===== src/rtl/mips_step_ctrl.sv =====
// Single-step / run-N / free-run clock-enable controller for a MIPS core.
// Define STEP_CTRL_BREAKPOINT_EN to enable PC breakpoint halting.
module mips_step_ctrl #(
  parameter int unsigned SYNC_STAGES = 2,
  parameter int unsigned CNT_W       = 16
) (
  input  logic             clk,
  input  logic             rst,
  input  logic             step_btn,
  input  logic [1:0]       mode,
  input  logic [CNT_W-1:0] run_count,
  input  logic             bp_valid,
  input  logic [31:0]      bp_addr,
  input  logic [31:0]      pc_current,
  output logic             cpu_en,
  output logic [1:0]       state,
  output logic             halted,
  output logic             bp_hit_flag,
  output logic [31:0]      step_count
);

  typedef enum logic [1:0] {
    StIdle = 2'b00,
    StStep = 2'b01,
    StRun  = 2'b10,
    StHalt = 2'b11
  } state_e;

  state_e           state_q, state_d;
  logic [SYNC_STAGES-1:0] sync_q;
  logic             btn_prev_q;
  logic [CNT_W-1:0] remaining_q, remaining_d;
  logic             free_run_q, free_run_d;
  logic             first_run_q, first_run_d;
  logic             bp_hit_q, bp_hit_d;
  logic [31:0]      step_count_q, step_count_d;
  logic             btn_edge;
  logic             bp_stop;

  assign btn_edge = sync_q[SYNC_STAGES-1] & ~btn_prev_q;

`ifdef STEP_CTRL_BREAKPOINT_EN
  // The first RUN cycle skips the compare so a run can leave a breakpoint PC.
  assign bp_stop = bp_valid && (pc_current == bp_addr) && (state_q == StRun) && !first_run_q;
`else
  logic unused_bp;
  assign unused_bp = ^{bp_valid, bp_addr, pc_current};
  assign bp_stop   = 1'b0;
`endif

  always_comb begin
    state_d      = state_q;
    remaining_d  = remaining_q;
    free_run_d   = free_run_q;
    first_run_d  = 1'b0;
    bp_hit_d     = bp_hit_q;
    cpu_en       = 1'b0;
    unique case (state_q)
      StIdle: begin
        if (btn_edge) begin
          unique case (mode)
            2'b00: state_d = StStep;
            2'b01: begin
              if (run_count != '0) begin
                remaining_d = run_count;
                free_run_d  = 1'b0;
                first_run_d = 1'b1;
                state_d     = StRun;
              end
            end
            2'b10: begin
              free_run_d  = 1'b1;
              first_run_d = 1'b1;
              state_d     = StRun;
            end
            default: ;
          endcase
        end
      end
      StStep: begin
        cpu_en  = 1'b1;
        state_d = StIdle;
      end
      StRun: begin
        // Breakpoint takes priority over terminal count and the stop button.
        if (bp_stop) begin
          state_d  = StHalt;
          bp_hit_d = 1'b1;
        end else begin
          cpu_en = 1'b1;
          if (free_run_q) begin
            if (btn_edge) state_d = StHalt;
          end else begin
            remaining_d = remaining_q - CNT_W'(1);
            if (remaining_q == CNT_W'(1)) state_d = StHalt;
          end
        end
      end
      StHalt: begin
        if (btn_edge) begin
          state_d    = StIdle;
          bp_hit_d   = 1'b0;
          free_run_d = 1'b0;
        end
      end
      default: state_d = StIdle;
    endcase
  end

  always_comb begin
    step_count_d = step_count_q;
    if (cpu_en) step_count_d = step_count_q + 32'd1;
  end

  always_ff @(posedge clk or negedge rst) begin
    if (!rst) begin
      sync_q       <= '0;
      btn_prev_q   <= 1'b0;
      state_q      <= StIdle;
      remaining_q  <= '0;
      free_run_q   <= 1'b0;
      first_run_q  <= 1'b0;
      bp_hit_q     <= 1'b0;
      step_count_q <= '0;
    end else begin
      sync_q       <= {sync_q[SYNC_STAGES-2:0], step_btn};
      btn_prev_q   <= sync_q[SYNC_STAGES-1];
      state_q      <= state_d;
      remaining_q  <= remaining_d;
      free_run_q   <= free_run_d;
      first_run_q  <= first_run_d;
      bp_hit_q     <= bp_hit_d;
      step_count_q <= step_count_d;
    end
  end

  assign state       = state_q;
  assign halted      = (state_q == StHalt);
  assign bp_hit_flag = bp_hit_q;
  assign step_count  = step_count_q;

endmodule


===== config.mk =====
export PLATFORM = sky130hd
export DESIGN_NAME = mips_step_ctrl
export DESIGN_NICKNAME = d
export VERILOG_FILES = /design/src/rtl/mips_step_ctrl.sv
export SDC_FILE = /design/constraint.sdc
export NUM_CORES = 1
export LEC_CHECK = 0
export ABC_CLOCK_PERIOD_IN_PS = 6070
export BUFFER_PORTS_ARGS = -buffer_cell sky130_fd_sc_hd__buf_4
export CAP_MARGIN = 40
export CORE_ASPECT_RATIO = 1.25
export CORE_UTILIZATION = 40
export DETAILED_ROUTE_END_ITERATION = 10
export PLACE_DENSITY_LB_ADDON = 0.05
export SYNTH_ARGS = -nofsm -noshare
export SYNTH_HDL_FRONTEND = slang
export SYNTH_SLANG_ARGS = --single-unit

===== constraint.sdc =====
create_clock -name clk -period 6.07 [get_ports clk]
set_clock_uncertainty 0.15 [all_clocks]
set_input_delay 1.214 -clock clk [delete_from_list [all_inputs] [get_ports clk]]
set_output_delay 1.214 -clock clk [all_outputs]
set_load 0.02 [all_outputs]

==> summary.txt <==
=================================================================================================
Pin count of the biggest net entering global routing                                           55
Hold crit path type                                                                    reg -> reg
Share of async-settable or async-resettable flops after synthesis                            1.00
Number of top-level pins                                                                      123
Maximum fanout along the worst path                                                            20
RSZ-0062 raised after global routing                                                        false
Most used DFF post-synth                                                                  dfrtp_1
Area of the die                                                                        7880 sq um
Number of global-route vias before repair                                                    2436
Share of the yosys chip area belonging to registers                                         0.449
Avg Vias per Cell                                                                            5.56
Number of antenna violations at the first check in global routing                               0
Type of the worst setup path                                                            in -> reg
CTS hold repair buffers                                                                         0
Post-placement setup slack                                                                2.49 ns
# Post-CTS Setup Buffers                                                                        0
Filler instances                                                                              700
Routed via count                                                                             2474
CTS tree                                                                                     done
Weighted congestion at the end of routability-driven global placement                       0.781
Flip-flop and latch count after synthesis                                                      54
Max_cap viols                                                                                   0
Clock-pin slew on the worst setup and hold paths                                          0.10 ns
Worst-skew pair later-pin latency                                                         0.31 ns
Tcrit/Tclk final                                                                            0.533
TNS Setup                                                                                    0 ns
Synthesized-area fraction occupied by and/or/nand/nor cells                                 0.225
Peak clock frequency supported by timing                                                0.309 GHz
Half-perimeter wire length after detailed placement                                  4930 microns
Antenna-violating nets left                                                                     0
Syn avg cell area                                                                      10.2 sq um
Commonest non-fill, non-tap cells in the layout                                      57 x buf_4, 54 x dfrtp_1, 28 x xnor2_1
DR iter-0 viols                                                                                87
Yosys synthesis warning count                                                                   0
Initial core utilization                                                                    0.412
Post-cts sizing count                                                                           0
Fraction of synthesized area in multiplexers                                               0.0278
Clock Root Buffer                                                                        clkbuf_8
Final routed wire length divided by cell count                                       15.2 microns
Quantity of I/O buffers inserted on ports                                                      56
Standard cell with the maximum stage delay on the critical path                           o21ai_2
First-pass detailed-route iteration total                                                       4
Type of element capturing the critical path                                                  flop
Clock Path Buffers                                                                              2
IR Drop Worst-Case VDD                                                                   0.230 mV
Area growth from synthesis to final layout                                                  20.1%
Tightest Pin Transition                                                                  0.848 ns
Number of antenna cells inserted                                                                0
Combinational family with the most area after synthesis                              simple AND/OR/NAND/NOR gates
Residual DRC count                                                                              0
Most common cell after layout, fill and taps aside                                          buf_4
Total Routing Usage GR                                                                      0.189
Final-report max-slew violation count                                                           0
Vertical extent of the die                                                           99.0 microns
Areal power density over the cells                                                    382 nW/um^2
Post-Synth Adder-Cell Area                                                                 0.0415
Largest stage delay on the critical path                                                  0.74 ns
Synthesized instance count                                                                    295
Post-Route WL                                                                        6760 microns
Data arrival time at the worst-slack endpoint                                             3.28 ns
Clock Sink Count                                                                               54
First-pass GRT wire length                                                           11700 microns
PnR worst setup slack                                                                     2.84 ns
Final Hold Vio Count                                                                            0
Leakage                                                                                0.00161 uW
Number of buffers added by the clock tree synthesis step                                        5
Netlist Area Pre-Place                                                                 3010 sq um
Core Box Area                                                                          7310 sq um
Sort of element at the start of the critical path                                       input pin
Number of distinct library cell variants in the gate-level netlist after synthesis             68
Chip width                                                                           79.6 microns
Share of final-layout standard cells stronger than drive strength 1                         0.241
Worst slew margin relative to its limit                                                     0.435
Number of flops mapped to enable cells by yosys                                                 0
Compound-gate portion of the synthesized area                                               0.134
Total number of nets in the final design                                                      448
Critical path, cell by cell                                                          buf_4, nor4_1, nand4_1, o21ai_2, o31ai_1, a221o_1
Data required, critical path                                                              6.12 ns
Synthesized netlist net count                                                                 391
Global route overflow                                                                           0
Total of endpoints with negative setup slack in the final report                                0
Clock H-tree levels                                                                             2
Status                                                                               complete, no violations
Final worst path period need                                                              3.23 ns
Placement Rows                                                                                 35
Xor/xnor cell area share of the yosys netlist                                              0.0902
=================================================================================================
[worst max-delay path, delay by kind of cell]
| family | cells | cell delay, ns |
|---|---|---|
| AO/OA/AOI/OAI | 3 | 1.30 |
| buffers and inverters | 1 | 0.12 |
| AND/OR/NAND/NOR | 2 | 0.65 |
[path summary, 6_finish.rpt]
kind,start,endpoint,slack (ns),cells past startpoint
setup / recovery,run_count[5],remaining_q[14],2.84,6
hold / removal,sync_q[0],sync_q[1],0.21,0
setup reg to reg,state[0],remaining_q[14],3.24,6
hold reg to reg,sync_q[0],sync_q[1],0.21,0
max in group asynchronous,rst,remaining_q[14],4.52,1
min in group asynchronous,rst,remaining_q[3],0.77,1
[logic make-up (layout without fill, tap and decap cells)]
family / after synthesis / after routing
other: 1 / 1
adders and majority gates: 10 / 10
DFF: 54 / 54
xor gates and xnor gates: 31 / 31
muxes: 8 / 8
and+or+nand+nor: 117 / 117
AOI/OAI and AO/OA: 53 / 53
buffers and inverters: 21 / 79
[cell type report]
type	instances	area (sq um)	share of cell area
tap	92	115	0.0318
multi-input combinational	220	1570	0.433
clock inverter	1	8.76	0.00242
clock buffer	7	96.3	0.0266
timing repair buffer	57	428	0.118
sequential	54	1350	0.374
inverter	14	52.6	0.0145
[layer usage]
metal | GRT usage | routed length, microns | share of wire
met5 | 0 | 0 | 0
met4 | 0.0839 | 119 | 0.018
met1 | 0.248 | 3040 | 0.45
met2 | 0.299 | 3270 | 0.48
met3 | 0.0389 | 323 | 0.048
[cell usage after synthesis, drive strengths merged (2+ instances only)]
cell type / n / area, sq um
a22oi: 3 / 27.5
clkbuf: 3 / 11.3
nor2: 15 / 58.8
o311ai: 2 / 17.5
nand4: 13 / 81.3
and4: 4 / 36.3
buf: 4 / 31.3
o21ai: 11 / 58.8
ha: 10 / 125
o31ai: 3 / 22.5
nand3: 16 / 80.1
or3: 2 / 12.5
o2111ai: 3 / 26.3
nor3b: 3 / 32.5
nor4b: 2 / 17.5
nor4: 10 / 75.1
xor2: 3 / 26.3
or3b: 2 / 17.5
a32o: 2 / 20.0
a211o: 2 / 17.5
xnor2: 28 / 245
inv: 14 / 52.6
nor3: 4 / 36.3
nand2b: 2 / 12.5
dfrtp: 54 / 1350
nand4b: 2 / 17.5
and3: 9 / 56.3
mux2: 3 / 33.8
nand2: 27 / 104
a2111oi: 3 / 26.3
mux2i: 5 / 50.1
a221oi: 3 / 32.5
and2: 3 / 20.0
a21oi: 10 / 61.3
[registers in the layout, indices dropped and copies added (netlist names)]
register	cells
remaining_q	16
free_run_q	1
step_count	32
sync_q	2
btn_prev_q	1
state	2
[where the power goes]
group          total [uW]  internal, uW  leakage, uW  switching (uW)
clock network         229           105    0.0000544             124
registers             566           448     0.000695             118
logic                 587           261     0.000863             326
[per-stage QoR]
| step | cells | area (sq um) | utilization | power [uW] | hold WS (ns) |
|---|---|---|---|---|---|
| after detailed placement | 437 | 3510 | 0.480 | 1160 | 0.192 |
| final | 445 | 3620 | 0.495 | 1380 | 0.211 |
| after global routing | 445 | 3620 | 0.495 | 1490 | 0.237 |
| after floorplan | 295 | 3010 | - | 986 | 0.181 |
| after CTS | 445 | 3620 | 0.495 | 1400 | 0.216 |
| after global placement | 437 | 3510 | 0.480 | 1160 | 0.187 |
No activity file was read; power rests on OpenSTA's default activity.
